[src/rtl/cdc_fifo_serial_tx_pkg.sv]
// Shared types and constants for the CDC FIFO serial transmitter.
`timescale 1ns/1ps
package cdc_fifo_serial_tx_pkg;

    localparam int FRAME_COUNT_WIDTH = 8;

    typedef enum logic [2:0] {
        IDLE,
        START,
        DATA,
        PARITY,
        STOP
    } tx_state_t;

endpackage

[src/rtl/cdc_fifo_serial_tx_if.sv]
// Show-ahead FIFO read port as seen by its single reader.
`timescale 1ns/1ps
interface cdc_fifo_serial_tx_if #(
    parameter int DATA_WIDTH = 4
);

    logic                  fifo_empty;
    logic [DATA_WIDTH-1:0] fifo_read_data;
    logic                  fifo_read_increment;

    // master is the reader (transmitter), slave is the FIFO read port
    modport master (
        input  fifo_empty,
        input  fifo_read_data,
        output fifo_read_increment
    );

    modport slave (
        output fifo_empty,
        output fifo_read_data,
        input  fifo_read_increment
    );

endinterface

[src/rtl/cdc_fifo_serial_tx_bit_timer.sv]
// Free-running bit-period counter; bit_end marks the last cycle of each bit.
`timescale 1ns/1ps
module bit_timer #(
    parameter int CLKS_PER_BIT = 16
) (
    input  logic clock,
    input  logic reset,
    input  logic restart,
    output logic bit_end
);

    localparam int CNT_W = $clog2(CLKS_PER_BIT);
    localparam logic [CNT_W-1:0] LAST_COUNT = CNT_W'(CLKS_PER_BIT - 1);

    logic [CNT_W-1:0] count;

    // restart aligns the first bit of a frame to the cycle after the load edge
    always_ff @(posedge clock or posedge reset) begin
        if (reset) begin
            count <= '0;
        end else if (restart || (count == LAST_COUNT)) begin
            count <= '0;
        end else begin
            count <= count + 1'b1;
        end
    end

    assign bit_end = (count == LAST_COUNT);

endmodule

[src/rtl/cdc_fifo_serial_tx.sv]
// Drains a show-ahead FIFO read port and sends each word as an async serial frame.
`timescale 1ns/1ps
module cdc_fifo_serial_tx
    import cdc_fifo_serial_tx_pkg::*;
#(
    parameter int DATA_WIDTH   = 4,
    parameter int CLKS_PER_BIT = 16,
    parameter bit PARITY_EN    = 1'b0
) (
    input  logic                         clock,
    input  logic                         reset,
    input  logic                         enable,
    cdc_fifo_serial_tx_if.master         fifo,
    output logic                         tx,
    output logic                         busy,
    output logic [FRAME_COUNT_WIDTH-1:0] frame_count
);

    localparam int IDX_W = (DATA_WIDTH > 1) ? $clog2(DATA_WIDTH) : 1;
    localparam logic [IDX_W-1:0] LAST_IDX = IDX_W'(DATA_WIDTH - 1);

    tx_state_t                    state;
    tx_state_t                    state_next;
    logic [DATA_WIDTH-1:0]        shreg;
    logic [DATA_WIDTH-1:0]        shreg_next;
    logic                         parity_bit;
    logic                         parity_next;
    logic [IDX_W-1:0]             bit_index;
    logic [IDX_W-1:0]             bit_index_next;
    logic                         tx_next;
    logic                         busy_next;
    logic [FRAME_COUNT_WIDTH-1:0] frame_count_next;
    logic                         bit_end;
    logic                         frame_done;
    logic                         load;
    logic                         timer_restart;

    bit_timer #(
        .CLKS_PER_BIT(CLKS_PER_BIT)
    ) u_bit_timer (
        .clock  (clock),
        .reset  (reset),
        .restart(timer_restart),
        .bit_end(bit_end)
    );

    // Loading in the last STOP cycle chains frames with no idle gap
    assign frame_done    = (state == STOP) && bit_end;
    assign load          = enable && !fifo.fifo_empty && ((state == IDLE) || frame_done);
    assign timer_restart = (state == IDLE) || load;

    assign fifo.fifo_read_increment = load && !reset;

    // tx and busy are computed from the next state so they register in step with it
    always_comb begin
        state_next       = state;
        shreg_next       = shreg;
        parity_next      = parity_bit;
        bit_index_next   = bit_index;
        frame_count_next = frame_count;

        case (state)
            IDLE: begin
                if (load) begin
                    state_next = START;
                end
            end
            START: begin
                if (bit_end) begin
                    state_next = DATA;
                end
            end
            DATA: begin
                if (bit_end) begin
                    shreg_next = shreg >> 1;
                    if (bit_index == LAST_IDX) begin
                        bit_index_next = '0;
                        state_next     = PARITY_EN ? PARITY : STOP;
                    end else begin
                        bit_index_next = bit_index + 1'b1;
                    end
                end
            end
            PARITY: begin
                if (bit_end) begin
                    state_next = STOP;
                end
            end
            STOP: begin
                if (bit_end) begin
                    frame_count_next = frame_count + 1'b1;
                    state_next       = load ? START : IDLE;
                end
            end
            default: begin
                state_next = IDLE;
            end
        endcase

        if (load) begin
            shreg_next     = fifo.fifo_read_data;
            parity_next    = ^fifo.fifo_read_data;
            bit_index_next = '0;
        end

        case (state_next)
            START:   tx_next = 1'b0;
            DATA:    tx_next = shreg_next[0];
            PARITY:  tx_next = parity_next;
            default: tx_next = 1'b1;
        endcase

        busy_next = (state_next != IDLE);
    end

    always_ff @(posedge clock or posedge reset) begin
        if (reset) begin
            state       <= IDLE;
            shreg       <= '0;
            parity_bit  <= 1'b0;
            bit_index   <= '0;
            tx          <= 1'b1;
            busy        <= 1'b0;
            frame_count <= '0;
        end else begin
            state       <= state_next;
            shreg       <= shreg_next;
            parity_bit  <= parity_next;
            bit_index   <= bit_index_next;
            tx          <= tx_next;
            busy        <= busy_next;
            frame_count <= frame_count_next;
        end
    end

endmodule

[src/flat_wrapper.sv]
// flat-port wrapper written by rule: the top's interface ports become plain ports
module cdc_fifo_serial_tx_flat import cdc_fifo_serial_tx_pkg::*;
#(
    parameter int DATA_WIDTH   = 4,
    parameter int CLKS_PER_BIT = 16,
    parameter bit PARITY_EN    = 1'b0
)
  (clock, reset, enable, tx, busy, frame_count, fifo_fifo_empty, fifo_fifo_read_data, fifo_fifo_read_increment);
  cdc_fifo_serial_tx_if #(.DATA_WIDTH(DATA_WIDTH)) fifo_i ();
  input  logic clock;
  input  logic reset;
  input  logic enable;
  output logic tx;
  output logic busy;
  output logic [FRAME_COUNT_WIDTH-1:0] frame_count;
  input wire logic [$bits(fifo_i.fifo_empty)-1:0] fifo_fifo_empty;
  input wire logic [$bits(fifo_i.fifo_read_data)-1:0] fifo_fifo_read_data;
  output wire logic [$bits(fifo_i.fifo_read_increment)-1:0] fifo_fifo_read_increment;
  assign fifo_i.fifo_empty = fifo_fifo_empty;
  assign fifo_i.fifo_read_data = fifo_fifo_read_data;
  assign fifo_fifo_read_increment = fifo_i.fifo_read_increment;
  cdc_fifo_serial_tx #(.DATA_WIDTH(DATA_WIDTH), .CLKS_PER_BIT(CLKS_PER_BIT), .PARITY_EN(PARITY_EN)) u_core (.clock(clock), .reset(reset), .enable(enable), .fifo(fifo_i), .tx(tx), .busy(busy), .frame_count(frame_count));
endmodule
[config.mk]
export PLATFORM = sky130hd
export DESIGN_NAME = cdc_fifo_serial_tx_flat
export DESIGN_NICKNAME = d
export VERILOG_FILES = /design/src/rtl/cdc_fifo_serial_tx_pkg.sv /design/src/rtl/cdc_fifo_serial_tx_if.sv /design/src/rtl/cdc_fifo_serial_tx_bit_timer.sv /design/src/rtl/cdc_fifo_serial_tx.sv /design/src/flat_wrapper.sv
export SDC_FILE = /design/constraint.sdc
export NUM_CORES = 1
export LEC_CHECK = 0
export BUFFER_PORTS_ARGS = -buffer_cell sky130_fd_sc_hd__buf_4
export CORE_MARGIN = 2
export CORE_UTILIZATION = 58
export DETAILED_ROUTE_END_ITERATION = 8
export HOLD_SLACK_MARGIN = 0.15
export PLACE_DENSITY_LB_ADDON = 0.1
export SLEW_MARGIN = 20
export SYNTH_ARGS = -nofsm -noshare
export SYNTH_HDL_FRONTEND = slang
export SYNTH_SLANG_ARGS = --single-unit
[constraint.sdc]
create_clock -name clock -period 3.9 [get_ports clock]
set_clock_uncertainty 0.1 [all_clocks]
set_input_delay 0.78 -clock clock [delete_from_list [all_inputs] [get_ports clock]]
set_output_delay 0.78 -clock clock [all_outputs]
set_load 0.05 [all_outputs]
**Word-level counts from Yosys, hierarchy flattened**

Cells that the tools add are included.

- Bits in registers: 24
- Input bits: 8
- Word-level logic and storage cells: 55

- $add $sub $neg: 3
- Eq/ne operators: 9
- Multiplexer cells: 18
- Reductions and logical operators: 16

Operators by type and width:

| cell | count |
|---|---|
| $mux 3 | 6 |
| $mux 4 | 4 |
| $pmux 3 s5 | 1 |
| $eq 3x2->1 const B | 4 |
| $add 8x1->8 const B | 1 |
| $mux 2 | 4 |
| $eq 3x1->1 const B | 2 |
| $add 4x1->4 const B | 1 |
| $eq 4x4->1 const B | 1 |
| $logic_and 1x1->1 | 4 |
| $reduce_and 2->1 | 2 |
| $reduce_bool 2->1 | 2 |
| $reduce_xor 4->1 | 1 |
| $eq 3x3->1 const B | 1 |
| $logic_not 3->1 | 1 |
| $logic_or 1x1->1 | 3 |
| $pmux 1 s3 | 1 |
| $reduce_bool 3->1 | 1 |
| $add 2x1->2 const B | 1 |
| $eq 2x2->1 const B | 1 |
| $logic_not 1->1 | 2 |
| $mux 1 | 2 |

**Depth between registers and ports, before layout**

- Depth after elaboration: 9
- Gate-level depth with buffers: 6

**Cells and area by module**

From an unflattened synthesis, not the netlist that was laid out.

- Cell total of the unflattened synthesis: 99
- Area, all modules: 1138.6 um^2

By module, submodules not included:

| module | instances | cells each | area each (um^2) | seq. area each (um^2) |
|---|---|---|---|---|
| cdc_fifo_serial_tx | 1 | 85 | 963.4 | 501.7 |
| bit_timer | 1 | 14 | 175.2 | 100.1 |

**Worst setup path after synthesis**

OpenSTA, ideal clock, no wires.

- Path kind: in2out
- Start: input fifo_fifo_empty
- End: output fifo_fifo_read_increment
- Arrival: 2.073 ns
- Required time: 3.020 ns
- Setup slack: 0.947 ns
- Cell stages on the path: 4
- Path buffers: 1
- Cell sequence: or4b_1 a21oi_2 buf_4 and2_1

- Longest elaborated chain between the ends: 4

Ends and longest elaborated chain:

| item | line | source |
|---|---|---|
| start: declaration | flat_wrapper.sv:16 | `input wire logic [$bits(fifo_i.fifo_empty)-1:0] fifo_fifo_empty;` |
| $logic_not 1->1 | cdc_fifo_serial_tx.sv:49 | `assign load = enable && !fifo.fifo_empty && ((state == IDLE) \|\| frame_done);` |
| $logic_and 1x1->1 (2 in series) | cdc_fifo_serial_tx.sv:49 |  |
| $logic_and 1x1->1 | cdc_fifo_serial_tx.sv:52 | `assign fifo.fifo_read_increment = load && !reset;` |
| end: declaration | flat_wrapper.sv:18 | `output wire logic [$bits(fifo_i.fifo_read_increment)-1:0] fifo_fifo_read_increment;` |

Every way passes these cells.

**Worst setup path after layout**

- Start: register u_core.state[0]
- End: output fifo_fifo_read_increment

- Longest elaborated chain between the ends: 5
- Elaborated cells between the ends (all ways): 6

Ends and longest elaborated chain:

| item | line | source |
|---|---|---|
| start: declaration | cdc_fifo_serial_tx.sv:22 | `tx_state_t state;` |
| start signal: assignment | cdc_fifo_serial_tx.sv:126 | `state <= state_next;` |
| $eq 3x3->1 | cdc_fifo_serial_tx.sv:48 | `assign frame_done = (state == STOP) && bit_end;` |
| $logic_and 1x1->1 | cdc_fifo_serial_tx.sv:48 |  |
| $logic_or 1x1->1 * | cdc_fifo_serial_tx.sv:49 |  |
| $logic_and 1x1->1 * | cdc_fifo_serial_tx.sv:49 |  |
| $logic_and 1x1->1 * | cdc_fifo_serial_tx.sv:52 |  |

Every way passes the cells marked *; elsewhere a longest branch is shown, timed or not.

==> impl_results.md <==
* Status: finished, final reports clean
* Final WS setup at approximately 0.97 ns
* Clock Latency Late Sink at approximately 0.31 ns
* Max VDD drop at 0.406 mV
* CP startpoint kind: flip-flop
* I/O Buffers at 18
* Synth-to-Final Area Change at 17.8%
* Num CTS Buffers at 3
* Pre-Repair DR Iteration Count at 4
* Clk sinks at 24
* Resize count post-CTS at 0
* Cell Area, Placed at 0.00130 mm^2
* Core area at 0.00190 mm^2
* # DRC at 0
* # H-tree levels at 1
* Ant diodes at 0
* Max cap viols at 0
* Die Span Y at between 40 and 50 um
* Slew headroom at between 50% and 60%
* First-pass GRT wire length at between 3000 and 4000 um
* DP Worst Slack at 0.977 ns
* Crit share post-route at 75.0%
* Routed WL per cell at between 10 and 15 um
* Setup crit end: fifo_fifo_read_increment
* Maximum clock frequency at 342 MHz
* Yosys reg bits at 24
* Critical Path RT at approximately 3.0 ns
* Hold crit path type: flip-flop to flip-flop
* Worst Setup SP: u_core.state[0]
* Max-slew violations at 0
* Clk slew on worst S/H paths at roughly 0.13 ns
* Cell Pwr Density at 534 mW/mm^2
* RSZ-0062 raised after global routing: false
* FILL cells at 145
* Row count at 16
* # setup viols final at 0
* Register area share after synthesis at 52.9%
* Most frequent cells in the layout: dfrtp_1, buf_4, nand2_1, xnor2_1
* R2r endpoint: u_core.shreg[2]
* Fraction of layout cells with a size suffix above 1 at 23.8%
* Maximum fanout along the worst path at 13
* Period minus WS final at 2.93 ns
* Post-DP HPWL at 1460 um
* Largest net degree at the start of global routing at 26
* CTS tree: built
* Multi-input logic area at between 500 and 600 um^2
* Cell area after synthesis at 0.00114 mm^2
* Vias per cell at 5.42
* Worst Path Arrival at 2.05 ns
* Die Width at 48.3 um
* DIE AREA at 0.00233 mm^2
* GRT overflow at 0
* Post-CTS setup buffers at 0
* Cells after synthesis at 105
* Setup_tns at 0 ns
* CP Class: flip-flop to output port
* Max Root-Sink Buffers at 2
* Syn Nets at 116
* Total GRT Usage at 19.3%
* Reg-to-reg slack, setup at 1.93 ns
* Vias in the first global route at 704
* Nets@finish at 138
* Sequential cell area at ~600 um^2
* 1st-iter DRT viols at 23
* Worst R2R Path Depth at 5
* Mean Syn Cell Area at 10.8 um^2
* Initial antenna violation count at 0
* WL final at between 1500 and 2000 um
* Initial Util at 59.8%
* RePlAce Congestion at 0.841
* Tightest Pin Transition at ~0.6 ns
* Synth cell types at 35
* Leakage power at 0.636 nW
* Crit. End Element: output port
* Design area at 0.00134 mm^2
* Routed vias at 829
* Hold Violations, Final at 0
* Commonest non-fill, non-tap cell in the layout: dfrtp_1
* Post-CTS Hold Buffers at 0
* Synth Warn # at 0
* Routed Antenna Nets at 0
* Top Ports at 19
* Root buffer cell: clkbuf_4
* Reg2Reg Launch Point: u_core.state[0]
power breakdown:
part / switching, mW / internal, mW
clock network: 0.0713 / 0.0570
logic: 0.114 / 0.0952
registers: 0.0601 / 0.317
worst max-delay path, cell delays in order (launching register included):
cell	delay (ns)
dfrtp_1	0.50
or4b_1	0.60
a21oi_2	0.13
buf_4	0.18
and2_1	0.13
buf_4	0.19
area by class of cell:
type	count	share of cell area, %
Clock buffer	4	2.71
Tap cell	27	2.52
Multi-Input combinational cell	75	37.8
Inverter	3	0.840
Timing Repair Buffer	20	11.2
Sequential cell	24	44.9
synthesized netlist by cell type:
master | n | area share, %
nor2_1 | 6 | 2.0
a32o_1 | 1 | 0.88
mux2_2 | 1 | 0.99
or4b_1 | 1 | 0.88
clkbuf_2 | 1 | 0.44
or3b_1 | 1 | 0.77
a21oi_1 | 4 | 1.8
xor2_1 | 3 | 2.3
mux2i_1 | 1 | 0.88
xnor2_1 | 9 | 6.9
nand3_4 | 1 | 1.5
a21boi_0 | 1 | 0.66
nand3_1 | 6 | 2.6
inv_1 | 3 | 0.99
nand2_1 | 10 | 3.3
and3_1 | 2 | 1.1
ha_1 | 3 | 3.3
nand2b_1 | 1 | 0.55
nor2b_1 | 1 | 0.55
a21oi_2 | 1 | 0.77
buf_2 | 1 | 0.44
o32ai_1 | 1 | 0.77
nor3_1 | 5 | 2.2
a221o_1 | 2 | 1.8
or3_1 | 3 | 1.7
o211ai_1 | 1 | 0.66
dfrtp_1 | 23 | 51
and2_1 | 1 | 0.55
a32oi_1 | 1 | 0.77
o21ai_0 | 3 | 1.3
nor3b_1 | 2 | 1.3
buf_4 | 1 | 0.66
or2_2 | 2 | 1.1
nand3b_1 | 1 | 0.66
dfstp_2 | 1 | 2.3
logic make-up after synthesis:
family          after synthesis  share of synthesized area [%]
fa+ha+maj                     3                           3.30
xor+xnor                     12                           9.24
mux                           2                           1.87
buf+inv                       6                           2.53
compound gates               15                           9.35
simple gates                 43                           20.8
flops                        24                           52.9
worst min path at each step:
stage | startpoint | end | slack (ns) | depth (start not counted)
floorplan | u_core.u_bit_timer.count[0] | u_core.u_bit_timer.count[0] | 0.33 | 1
global placement | u_core.u_bit_timer.count[0] | u_core.u_bit_timer.count[0] | 0.34 | 1
detailed placement | u_core.u_bit_timer.count[0] | u_core.u_bit_timer.count[0] | 0.36 | 1
CTS | u_core.u_bit_timer.count[0] | u_core.u_bit_timer.count[0] | 0.38 | 1
global route | u_core.u_bit_timer.count[0] | u_core.u_bit_timer.count[0] | 0.39 | 1
finish | u_core.u_bit_timer.count[0] | u_core.u_bit_timer.count[0] | 0.37 | 1
flip-flops by register name, indices dropped and copies added, names as in the netlist:
name,count
u_core.parity_bit,1
u_core.u_bit_timer.count,4
u_core.bit_index,2
u_core.shreg,4
u_core.state,3
u_core.busy,1
u_core.tx,1
u_core.frame_count,8
per-stage QoR:
step / hold WS (ns) / std cells / power [mW] / util (%)
2_1_floorplan: 0.328 / 105 / 0.540 / -
6_report: 0.371 / 153 / 0.715 / 70.5
5_1_grt: 0.389 / 153 / 0.771 / 70.5
4_1_cts: 0.376 / 153 / 0.722 / 70.5
3_5_place_dp: 0.359 / 149 / 0.593 / 68.6
3_3_place_gp: 0.343 / 149 / 0.584 / 68.6
layer usage:
metal / vias to the layer above / track usage, % / share of wire, %
met5: - / 0 / 0
met4: 0 / 10.3 / 1.6
met3: 5 / 4.44 / 4.7
met2: 26 / 29.2 / 47
met1: 390 / 25.6 / 46
li1: 408 / - / -
No activity file was read; power rests on OpenSTA's default activity.
